## src/rtl/dmem_arbiter_if.sv

```systemverilog
// One requester's view of the data-memory arbiter: request fields in,
// grant/completion pulses and load data back.
interface dmem_arbiter_if;
  logic        req;
  logic        we;
  logic [1:0]  size;
  logic        uns;
  logic [31:0] addr;
  logic [31:0] wdata;
  logic        gnt;
  logic        done;
  logic        err;
  logic [31:0] rdata;

  modport master (
    output req, we, size, uns, addr, wdata,
    input  gnt, done, err, rdata
  );

  modport slave (
    input  req, we, size, uns, addr, wdata,
    output gnt, done, err, rdata
  );
endinterface

```

## src/rtl/dmem_arbiter.sv

```systemverilog
// Round-robin arbiter sharing one synchronous-read data memory between the
// CPU load/store unit (m0) and the debug/loader port (m1), with sub-word lanes.
//
// state | meaning
// IDLE  | arbitrate, latch winner, pulse gnt
// ISSUE | drive memory strobe, byte enables and lane data
// CAPT  | load read in flight in the memory
// DONE  | capture/extend load data, pulse done
// ERR   | illegal or misaligned access, pulse done+err, no memory access
module dmem_arbiter #(
  parameter int DEPTH_W = 10
) (
  input  logic               clk,
  input  logic               rst,
  dmem_arbiter_if.slave      m0,
  dmem_arbiter_if.slave      m1,
  output logic               mem_en,
  output logic               mem_we,
  output logic [3:0]         mem_be,
  output logic [DEPTH_W-1:0] mem_addr,
  output logic [31:0]        mem_wdata,
  input  logic [31:0]        mem_rdata
);

  localparam logic [2:0] S_IDLE  = 3'd0;
  localparam logic [2:0] S_ISSUE = 3'd1;
  localparam logic [2:0] S_CAPT  = 3'd2;
  localparam logic [2:0] S_DONE  = 3'd3;
  localparam logic [2:0] S_ERR   = 3'd4;

  logic [2:0]  state;
  logic        last;
  logic        sel;
  logic        we_q;
  logic        uns_q;
  logic [1:0]  size_q;
  logic [31:0] addr_q;
  logic [31:0] wdata_q;
  logic [1:0]  gnt_q;
  logic [1:0]  done_q;
  logic [1:0]  err_q;
  logic [31:0] rdata0_q;
  logic [31:0] rdata1_q;

  logic        win;
  logic        w_we;
  logic        w_uns;
  logic [1:0]  w_size;
  logic [31:0] w_addr;
  logic [31:0] w_wdata;
  logic [3:0]  st_be;
  logic [31:0] st_wdata;
  logic [7:0]  ld_byte;
  logic [15:0] ld_half;
  logic [31:0] ld_data;
  logic        unused_addr;

  assign m0.gnt   = gnt_q[0];
  assign m1.gnt   = gnt_q[1];
  assign m0.done  = done_q[0];
  assign m1.done  = done_q[1];
  assign m0.err   = err_q[0];
  assign m1.err   = err_q[1];
  assign m0.rdata = rdata0_q;
  assign m1.rdata = rdata1_q;

  // Address bits above the memory's word index are deliberately dropped.
  assign unused_addr = ^addr_q[31:DEPTH_W+2];

  function automatic logic is_legal(input logic [1:0] size, input logic [1:0] lo);
    case (size)
      2'b00:   is_legal = 1'b1;
      2'b01:   is_legal = ~lo[0];
      2'b10:   is_legal = (lo == 2'b00);
      default: is_legal = 1'b0;
    endcase
  endfunction

  // On a tie the port that did not win last time goes first.
  always_comb begin
    win = 1'b0;
    if (m0.req && m1.req) win = ~last;
    else if (m1.req)      win = 1'b1;
    w_we    = win ? m1.we    : m0.we;
    w_uns   = win ? m1.uns   : m0.uns;
    w_size  = win ? m1.size  : m0.size;
    w_addr  = win ? m1.addr  : m0.addr;
    w_wdata = win ? m1.wdata : m0.wdata;
  end

  always_comb begin
    st_be    = 4'b1111;
    st_wdata = wdata_q;
    case (size_q)
      2'b00: begin
        st_be    = 4'b0001 << addr_q[1:0];
        st_wdata = {4{wdata_q[7:0]}};
      end
      2'b01: begin
        st_be    = addr_q[1] ? 4'b1100 : 4'b0011;
        st_wdata = {2{wdata_q[15:0]}};
      end
      default: ;
    endcase
  end

  always_comb begin
    case (addr_q[1:0])
      2'b00:   ld_byte = mem_rdata[7:0];
      2'b01:   ld_byte = mem_rdata[15:8];
      2'b10:   ld_byte = mem_rdata[23:16];
      default: ld_byte = mem_rdata[31:24];
    endcase
    ld_half = addr_q[1] ? mem_rdata[31:16] : mem_rdata[15:0];
    case (size_q)
      2'b00:   ld_data = {{24{~uns_q & ld_byte[7]}}, ld_byte};
      2'b01:   ld_data = {{16{~uns_q & ld_half[15]}}, ld_half};
      default: ld_data = mem_rdata;
    endcase
  end

  // Every output is a pulse register cleared each cycle unless its state sets it,
  // so outputs lag the state by one cycle; the load capture in DONE therefore
  // lines up with the memory's registered read data.
  always_ff @(posedge clk or negedge rst) begin
    if (!rst) begin
      state     <= S_IDLE;
      last      <= 1'b1;
      sel       <= 1'b0;
      we_q      <= 1'b0;
      uns_q     <= 1'b0;
      size_q    <= 2'b00;
      addr_q    <= '0;
      wdata_q   <= '0;
      gnt_q     <= '0;
      done_q    <= '0;
      err_q     <= '0;
      rdata0_q  <= '0;
      rdata1_q  <= '0;
      mem_en    <= 1'b0;
      mem_we    <= 1'b0;
      mem_be    <= '0;
      mem_addr  <= '0;
      mem_wdata <= '0;
    end else begin
      gnt_q     <= '0;
      done_q    <= '0;
      err_q     <= '0;
      rdata0_q  <= '0;
      rdata1_q  <= '0;
      mem_en    <= 1'b0;
      mem_we    <= 1'b0;
      mem_be    <= '0;
      mem_addr  <= '0;
      mem_wdata <= '0;
      case (state)
        S_IDLE: begin
          if (m0.req || m1.req) begin
            sel     <= win;
            last    <= win;
            we_q    <= w_we;
            uns_q   <= w_uns;
            size_q  <= w_size;
            addr_q  <= w_addr;
            wdata_q <= w_wdata;
            gnt_q   <= win ? 2'b10 : 2'b01;
            state   <= is_legal(w_size, w_addr[1:0]) ? S_ISSUE : S_ERR;
          end
        end
        S_ISSUE: begin
          mem_en    <= 1'b1;
          mem_we    <= we_q;
          mem_be    <= we_q ? st_be : 4'b1111;
          mem_wdata <= we_q ? st_wdata : 32'd0;
          mem_addr  <= addr_q[DEPTH_W+1:2];
          state     <= we_q ? S_DONE : S_CAPT;
        end
        S_CAPT: begin
          state <= S_DONE;
        end
        S_DONE: begin
          done_q <= sel ? 2'b10 : 2'b01;
          if (sel) rdata1_q <= we_q ? 32'd0 : ld_data;
          else     rdata0_q <= we_q ? 32'd0 : ld_data;
          state  <= S_IDLE;
        end
        S_ERR: begin
          done_q <= sel ? 2'b10 : 2'b01;
          err_q  <= sel ? 2'b10 : 2'b01;
          state  <= S_IDLE;
        end
        default: state <= S_IDLE;
      endcase
    end
  end

endmodule
```

## src/flat_wrapper.sv

```systemverilog
// flat-port wrapper written by rule: the top's interface ports become plain ports
module dmem_arbiter_flat 
#(
  parameter int DEPTH_W = 10
)
  (clk, rst, mem_en, mem_we, mem_be, mem_addr, mem_wdata, mem_rdata, m0_req, m0_we, m0_size, m0_uns, m0_addr, m0_wdata, m0_gnt, m0_done, m0_err, m0_rdata, m1_req, m1_we, m1_size, m1_uns, m1_addr, m1_wdata, m1_gnt, m1_done, m1_err, m1_rdata);
  dmem_arbiter_if m0_i ();
  dmem_arbiter_if m1_i ();
  input  logic clk;
  input  logic rst;
  output logic mem_en;
  output logic mem_we;
  output logic [3:0] mem_be;
  output logic [DEPTH_W-1:0] mem_addr;
  output logic [31:0] mem_wdata;
  input  logic [31:0] mem_rdata;
  input wire logic [$bits(m0_i.req)-1:0] m0_req;
  input wire logic [$bits(m0_i.we)-1:0] m0_we;
  input wire logic [$bits(m0_i.size)-1:0] m0_size;
  input wire logic [$bits(m0_i.uns)-1:0] m0_uns;
  input wire logic [$bits(m0_i.addr)-1:0] m0_addr;
  input wire logic [$bits(m0_i.wdata)-1:0] m0_wdata;
  output wire logic [$bits(m0_i.gnt)-1:0] m0_gnt;
  output wire logic [$bits(m0_i.done)-1:0] m0_done;
  output wire logic [$bits(m0_i.err)-1:0] m0_err;
  output wire logic [$bits(m0_i.rdata)-1:0] m0_rdata;
  input wire logic [$bits(m1_i.req)-1:0] m1_req;
  input wire logic [$bits(m1_i.we)-1:0] m1_we;
  input wire logic [$bits(m1_i.size)-1:0] m1_size;
  input wire logic [$bits(m1_i.uns)-1:0] m1_uns;
  input wire logic [$bits(m1_i.addr)-1:0] m1_addr;
  input wire logic [$bits(m1_i.wdata)-1:0] m1_wdata;
  output wire logic [$bits(m1_i.gnt)-1:0] m1_gnt;
  output wire logic [$bits(m1_i.done)-1:0] m1_done;
  output wire logic [$bits(m1_i.err)-1:0] m1_err;
  output wire logic [$bits(m1_i.rdata)-1:0] m1_rdata;
  assign m0_i.req = m0_req;
  assign m0_i.we = m0_we;
  assign m0_i.size = m0_size;
  assign m0_i.uns = m0_uns;
  assign m0_i.addr = m0_addr;
  assign m0_i.wdata = m0_wdata;
  assign m0_gnt = m0_i.gnt;
  assign m0_done = m0_i.done;
  assign m0_err = m0_i.err;
  assign m0_rdata = m0_i.rdata;
  assign m1_i.req = m1_req;
  assign m1_i.we = m1_we;
  assign m1_i.size = m1_size;
  assign m1_i.uns = m1_uns;
  assign m1_i.addr = m1_addr;
  assign m1_i.wdata = m1_wdata;
  assign m1_gnt = m1_i.gnt;
  assign m1_done = m1_i.done;
  assign m1_err = m1_i.err;
  assign m1_rdata = m1_i.rdata;
  dmem_arbiter #(.DEPTH_W(DEPTH_W)) u_core (.clk(clk), .rst(rst), .m0(m0_i), .m1(m1_i), .mem_en(mem_en), .mem_we(mem_we), .mem_be(mem_be), .mem_addr(mem_addr), .mem_wdata(mem_wdata), .mem_rdata(mem_rdata));
endmodule
```

## config.mk

```make
export PLATFORM = sky130hd
export DESIGN_NAME = dmem_arbiter_flat
export DESIGN_NICKNAME = d
export VERILOG_FILES = /design/src/rtl/dmem_arbiter_if.sv /design/src/rtl/dmem_arbiter.sv /design/src/flat_wrapper.sv
export SDC_FILE = /design/constraint.sdc
export NUM_CORES = 1
export LEC_CHECK = 0
export BUFFER_PORTS_ARGS = -buffer_cell sky130_fd_sc_hd__buf_2
export CAP_MARGIN = 25
export CORE_ASPECT_RATIO = 1.2
export CORE_MARGIN = 4
export CORE_UTILIZATION = 45
export DETAILED_ROUTE_END_ITERATION = 16
export PLACE_DENSITY = 0.84
export SETUP_SLACK_MARGIN = 0.02
export SYNTH_ARGS = -nofsm -noshare
export SYNTH_HDL_FRONTEND = slang
export SYNTH_SLANG_ARGS = --single-unit
```

## constraint.sdc

```tcl
create_clock -name clk -period 3.1 [get_ports clk]
set_input_delay 0.465 -clock clk [delete_from_list [all_inputs] [get_ports clk]]
set_output_delay 0.465 -clock clk [all_outputs]
set_load 0.02 [all_outputs]
```

Word level (Yosys, flattened, before mapping) --
Cells that the tools add are included.
Word-level totals: input port bits 172, word-level logic and storage cells 81, register bits after elaboration 171
Operators by class: mux-type cells 38, reduce and logical (&&, ||, !) cells 9, shift-type cells 1, bitwise operators 5, eq/ne operators 10
Operators by type and width (count):
- 32-bit 2-to-1 mux | 8
- 32-bit case mux with 2 select lines | 2
- 8-bit case mux with 3 select lines | 1
- 16-bit 2-to-1 mux | 1
- 2-bit 2-to-1 mux | 7
- 12-bit 2-to-1 mux | 1
- 4-bit 2-to-1 mux | 3
- 10-bit 2-to-1 mux | 1
- 1-bit 2-to-1 mux | 9
- 3-bit case mux with 3 select lines | 1
- 2-bit logical NOT | 4
- 4-bit case mux with 2 select lines | 1
- 2-bit by 1-bit equality test with 1-bit output, second input constant | 3
- 3-bit by 2-bit equality test with 1-bit output, second input constant | 2
- 3-bit 2-to-1 mux | 2
- 2-bit equality test, second input constant | 2
- 1-bit by 2-bit << shifter with 4-bit output, first input constant | 1
- 3-bit by 1-bit equality test with 1-bit output, second input constant | 1
- 3-bit equality test, second input constant | 1
- 3-bit logical NOT | 1
- 1-bit NOT | 3
- 1-bit case mux with 3 select lines | 1
- 1-bit AND | 2
- 2-bit by 1-bit != test with 1-bit output, second input constant | 1
- 4 further kinds | 4

Logic depth before layout (Yosys ltp) --
depth in word-level cells 10, mapped depth 7, mapped depth without buffers 5

Worst setup path before layout --
Ideal clock, no wire load.
kind register to register, start reg u_core.addr_q[1], end reg u_core.rdata0_q[30] (netlist: u_core.m0.rdata[30]), period minus slack after synthesis 1.571 ns, slack 1.529 ns, arrival time 1.446 ns, path buffers 2, data required time 2.974 ns, cell stages (with the launch flop) 7, path through dfrtp_1 buf_6 mux4_2 nor2b_4 o21bai_4 buf_6 nor2_1
On the way: word-level cells in the longest chain between the ends 7
Ends and longest elaborated chain:
- start: declaration | line dmem_arbiter.sv:37 | logic [31:0] addr_q;
- start signal: assignment | line dmem_arbiter.sv:164 | addr_q <= w_addr;
- 2-bit equality test, or another cell as far along | line dmem_arbiter.sv:108 | case (addr_q[1:0])
- 8-bit case mux with 3 select lines | line dmem_arbiter.sv:108
- 1-bit AND | line dmem_arbiter.sv:116 | 2'b00: ld_data = {{24{~uns_q & ld_byte[7]}}, ld_byte};
- 32-bit case mux with 2 select lines (*) | line dmem_arbiter.sv:115 | case (size_q)
- 32-bit 2-to-1 mux (*) | line dmem_arbiter.sv:184 | else rdata0_q <= we_q ? 32'd0 : ld_data;
- 32-bit 2-to-1 mux (*) | line dmem_arbiter.sv:183 | if (sel) rdata1_q <= we_q ? 32'd0 : ld_data;
- 32-bit 2-to-1 mux (*) | line dmem_arbiter.sv:156 | case (state)
- end signal: assignment | line dmem_arbiter.sv:184
- end: declaration | line dmem_arbiter.sv:42 | logic [31:0] rdata0_q;
Mark *: on every way between the ends. The rest lies on a longest branch, timed or not. A chain may end at the register's enable or synchronous reset.

Worst setup path after layout --
start reg u_core.addr_q[1], end reg u_core.rdata0_q[15] (netlist: u_core.m0.rdata[15])
The elaborated chain is that of the path after synthesis.

==> flow_summary.ini <==
[outcome]
status = completed

[setup_path]
setup.worst_path.start_class = flop
critical_path_arrival_ns = 2.31
crit-reg2reg-launch = u_core.addr_q[1]$_DFFE_PN0P_
regToRegEndpoint = u_core.m0.rdata[15]$_DFF_PN0_
worst_setup_path_class = reg2reg
critical_path_required_ns = 3.39
crit_fanout = 24
crit_path_cell_trace = buf_4, mux4_2, nand2_1, a221o_1, nor2_1
critical-path-slowest-cell = mux4_2
slowest_delay_ns = 0.57
worstRegToRegCells = 5
reg2reg_slack_ns = 1.07
timing.critical_path.to_type = flop

[layout]
layout.core_utilization = 0.595
fraction_of_layout_cells_with_a_size_suffix_above_1 = 0.347
flow.area_growth_from_synthesis_pct = 28.4
leading_cell_type_in_the_layout_fill_and_taps_excluded = buf_2
nets = 1063
most-common-layout-cells = buf_2 (248), dfrtp_1 (169), nand2_1 (88)

[drt]
post-route-drc-count = 0
totalWireLength_microns = 20500
drt-vias-per-instance = 5.39
vias = 5970
drtIter0Drc = 655
wire_per_inst_microns = 18.5
ant_nets = 0
detailedRoute.firstPassIterationCount = 7

[cts]
worst_setup_hold_path_clk_slew_ns = 0.07
clk-insertion-delay-late_ns = 0.42
tritoncts_clock_tree = yes
clock_tree.htree_level_count = 4
cts_setup_buffers = 0
cts-buffers-inserted = 17
cts-resized-gates = 0
cts.sinks = 171
clock_tree.buffer_depth = 2
hold_buffers = 0
root_buffer = clkbuf_16

[die]
standard_cell_row_count = 49
core-area_sq_um = 15100
die_h_microns = 144
area_of_the_die_sq_um = 17600
start_util = 0.463
die_width_microns = 122
i_o_pin_cnt = 290

[pwr]
p_int_mw = 5.25
static-leakage-power_nw = 4.85
post-layout-total-power_mw = 8.73
power_per_cell_area_nw_per_um2 = 973
power.share.switching = 0.399
power.sequential.fraction = 0.379
power_frac_comb = 0.380
p_switching_mw = 3.48
power_frac_clock = 0.241
worst_ir_drop_vdd_v = 0.000613

[sta]
final.min_clock_period_ns = 2.03
worst_slack_ns = 1.07
fmax_mhz = 494
timing_max_transition_violations_final = 0
tightestPinTransition_ns = 0.737
relSlewSlack = 0.508
fin_skew_ns = 0.00559
finalCritPeriodShare = 0.653
final_count_of_hold_timing_violations = 0
finalSetupTns_ns = 0
finalSetupViolCount = 0
grt_setup_unrepaired = false

[grt]
aggregate_global_route_resource_usage = 0.237
initial_antenna_violation_count = 2
first_global_vias = 5885
overflow = 0
grt_start_max_net_pins = 78
grt_pass1_wl_microns = 31500

[synth]
yosysTopAreaCellShare = 0.609
postSynthCellCount = 661
synth.yosys.seq_area_share = 0.613
cell_types_with_the_largest_area_share_after_synthesis = dfrtp_1 (61%), nand2_1 (4.8%), a22oi_1 (4.7%)
synthesis.area_per_instance_sq_um = 10.6
synthDistinctLibCells = 44
synth.net_count = 833
ys_warn_count = 0
synth-seq-cells = 171
synthesis.area_sq_um = 6990
synth_area_leader_cell = dfrtp_1

[placed_design]
dp_worst_setup_slack_ns = 1.08
place.gp.congestion = 0.951
place_hpwl_microns = 15100
numPortBuffers = 249

[flow_run]
max_cap_violations = 0

[worst_hold_path]
hold_path.class = in2async
registers in the layout, summed over array words and instances (netlist names):
register and flops:
u_core.mem_en 1, u_core.addr_q 12, u_core.state 3, u_core.gnt_q 2, u_core.mem_we 1, u_core.we_q 1, u_core.sel 1, u_core.m1.rdata 32
u_core.size_q 2, u_core.done_q 2, u_core.err_q 2, u_core.uns_q 1, u_core.mem_wdata 32, u_core.wdata_q 32, u_core.mem_addr 10, u_core.last 1
u_core.mem_be 4, u_core.m0.rdata 32
per-stage QoR:
step                instance area, sq um  cells  hold WS, ns
detailed placement                  8390   1076        0.472
floorplan                           6990    661        0.169
finish                              8970   1108       0.0860
CTS                                 8970   1107       0.0933
global placement                    8390   1076        0.460
global route                        8970   1108        0.130
cell usage after synthesis (all sizes together):
library cell and count:
a21bo 1, o31ai 1, mux4 1, dfrtp 170, nor3b 2, and2 12, nor3 1, or2 5
xnor2 1, mux2 1, a31oi 1, and3 8, mux2i 20, a21oi 29, nand2 90, nor2 82
inv 12, and2b 1, nand2b 2, a21o 24, o21a 3, a211oi 14, buf 22, o21ai 61
a21boi 1, o21bai 3, a222oi 7, dfstp 1, nand3 2, nor2b 3, o221ai 3, a22oi 44
nand3b 1, clkbuf 31, a221o 1
power groups by stage:
stage / clock network [mW] / registers (mW) / logic, mW
after floorplan: 0 / 3.47 / 2.08
final: 2.11 / 3.31 / 3.31
after global placement: 0 / 3.32 / 3.22
after CTS: 2.14 / 3.30 / 3.34
after global routing: 2.24 / 3.38 / 3.65
after detailed placement: 0 / 3.34 / 3.32
logic make-up after synthesis:
group / after synthesis / share of synthesized area
xor gates and xnor gates: 1 / 0.00125
and+or+nand+nor: 209 / 0.128
DFF: 171 / 0.613
muxes: 22 / 0.0335
AOI/OAI and AO/OA: 193 / 0.182
buffers and inverters: 65 / 0.0423
routing by layer:
metal,vias to the layer above,track usage,routed length (microns)
met5,-,0,12
met4,2,0.103,726
met3,49,0.0751,1980
met2,342,0.411,10200
met1,2844,0.271,7570
li1,2733,-,-
layout make-up:
class,instances,area [sq um]
fill,1254,6110
sequential,171,4280
multi-input combinational,425,2410
timing repair buffer,264,1390
clock buffer,18,439
tap,204,255
clock inverter,13,143
inverter,12,45.0
antenna,1,2.50
worst max-delay path: cells and delay by family, from the launching register on:
family,cells,cell delay [ns]
buffers and inverters,1,0.26
multiplexers,1,0.57
AO/OA/AOI/OAI,1,0.27
flip-flops,1,0.35
AND/OR/NAND/NOR,2,0.45
worst max-delay path by stage:
stage | from | endpoint | slack (ns)
after global placement | u_core.addr_q[1]$_DFFE_PN0P_ | u_core.m0.rdata[15]$_DFF_PN0_ | 1.13
after CTS | u_core.addr_q[1]$_DFFE_PN0P_ | u_core.m0.rdata[15]$_DFF_PN0_ | 1.07
after detailed placement | u_core.addr_q[1]$_DFFE_PN0P_ | u_core.m0.rdata[15]$_DFF_PN0_ | 1.08
final | u_core.addr_q[1]$_DFFE_PN0P_ | u_core.m0.rdata[15]$_DFF_PN0_ | 1.07
after global routing | u_core.addr_q[1]$_DFFE_PN0P_ | u_core.m1.rdata[15]$_DFF_PN0_ | 0.94
after floorplan | mem_rdata[31] | u_core.m0.rdata[30]$_DFF_PN0_ | 1.53
No activity file was read; power rests on OpenSTA's default activity.
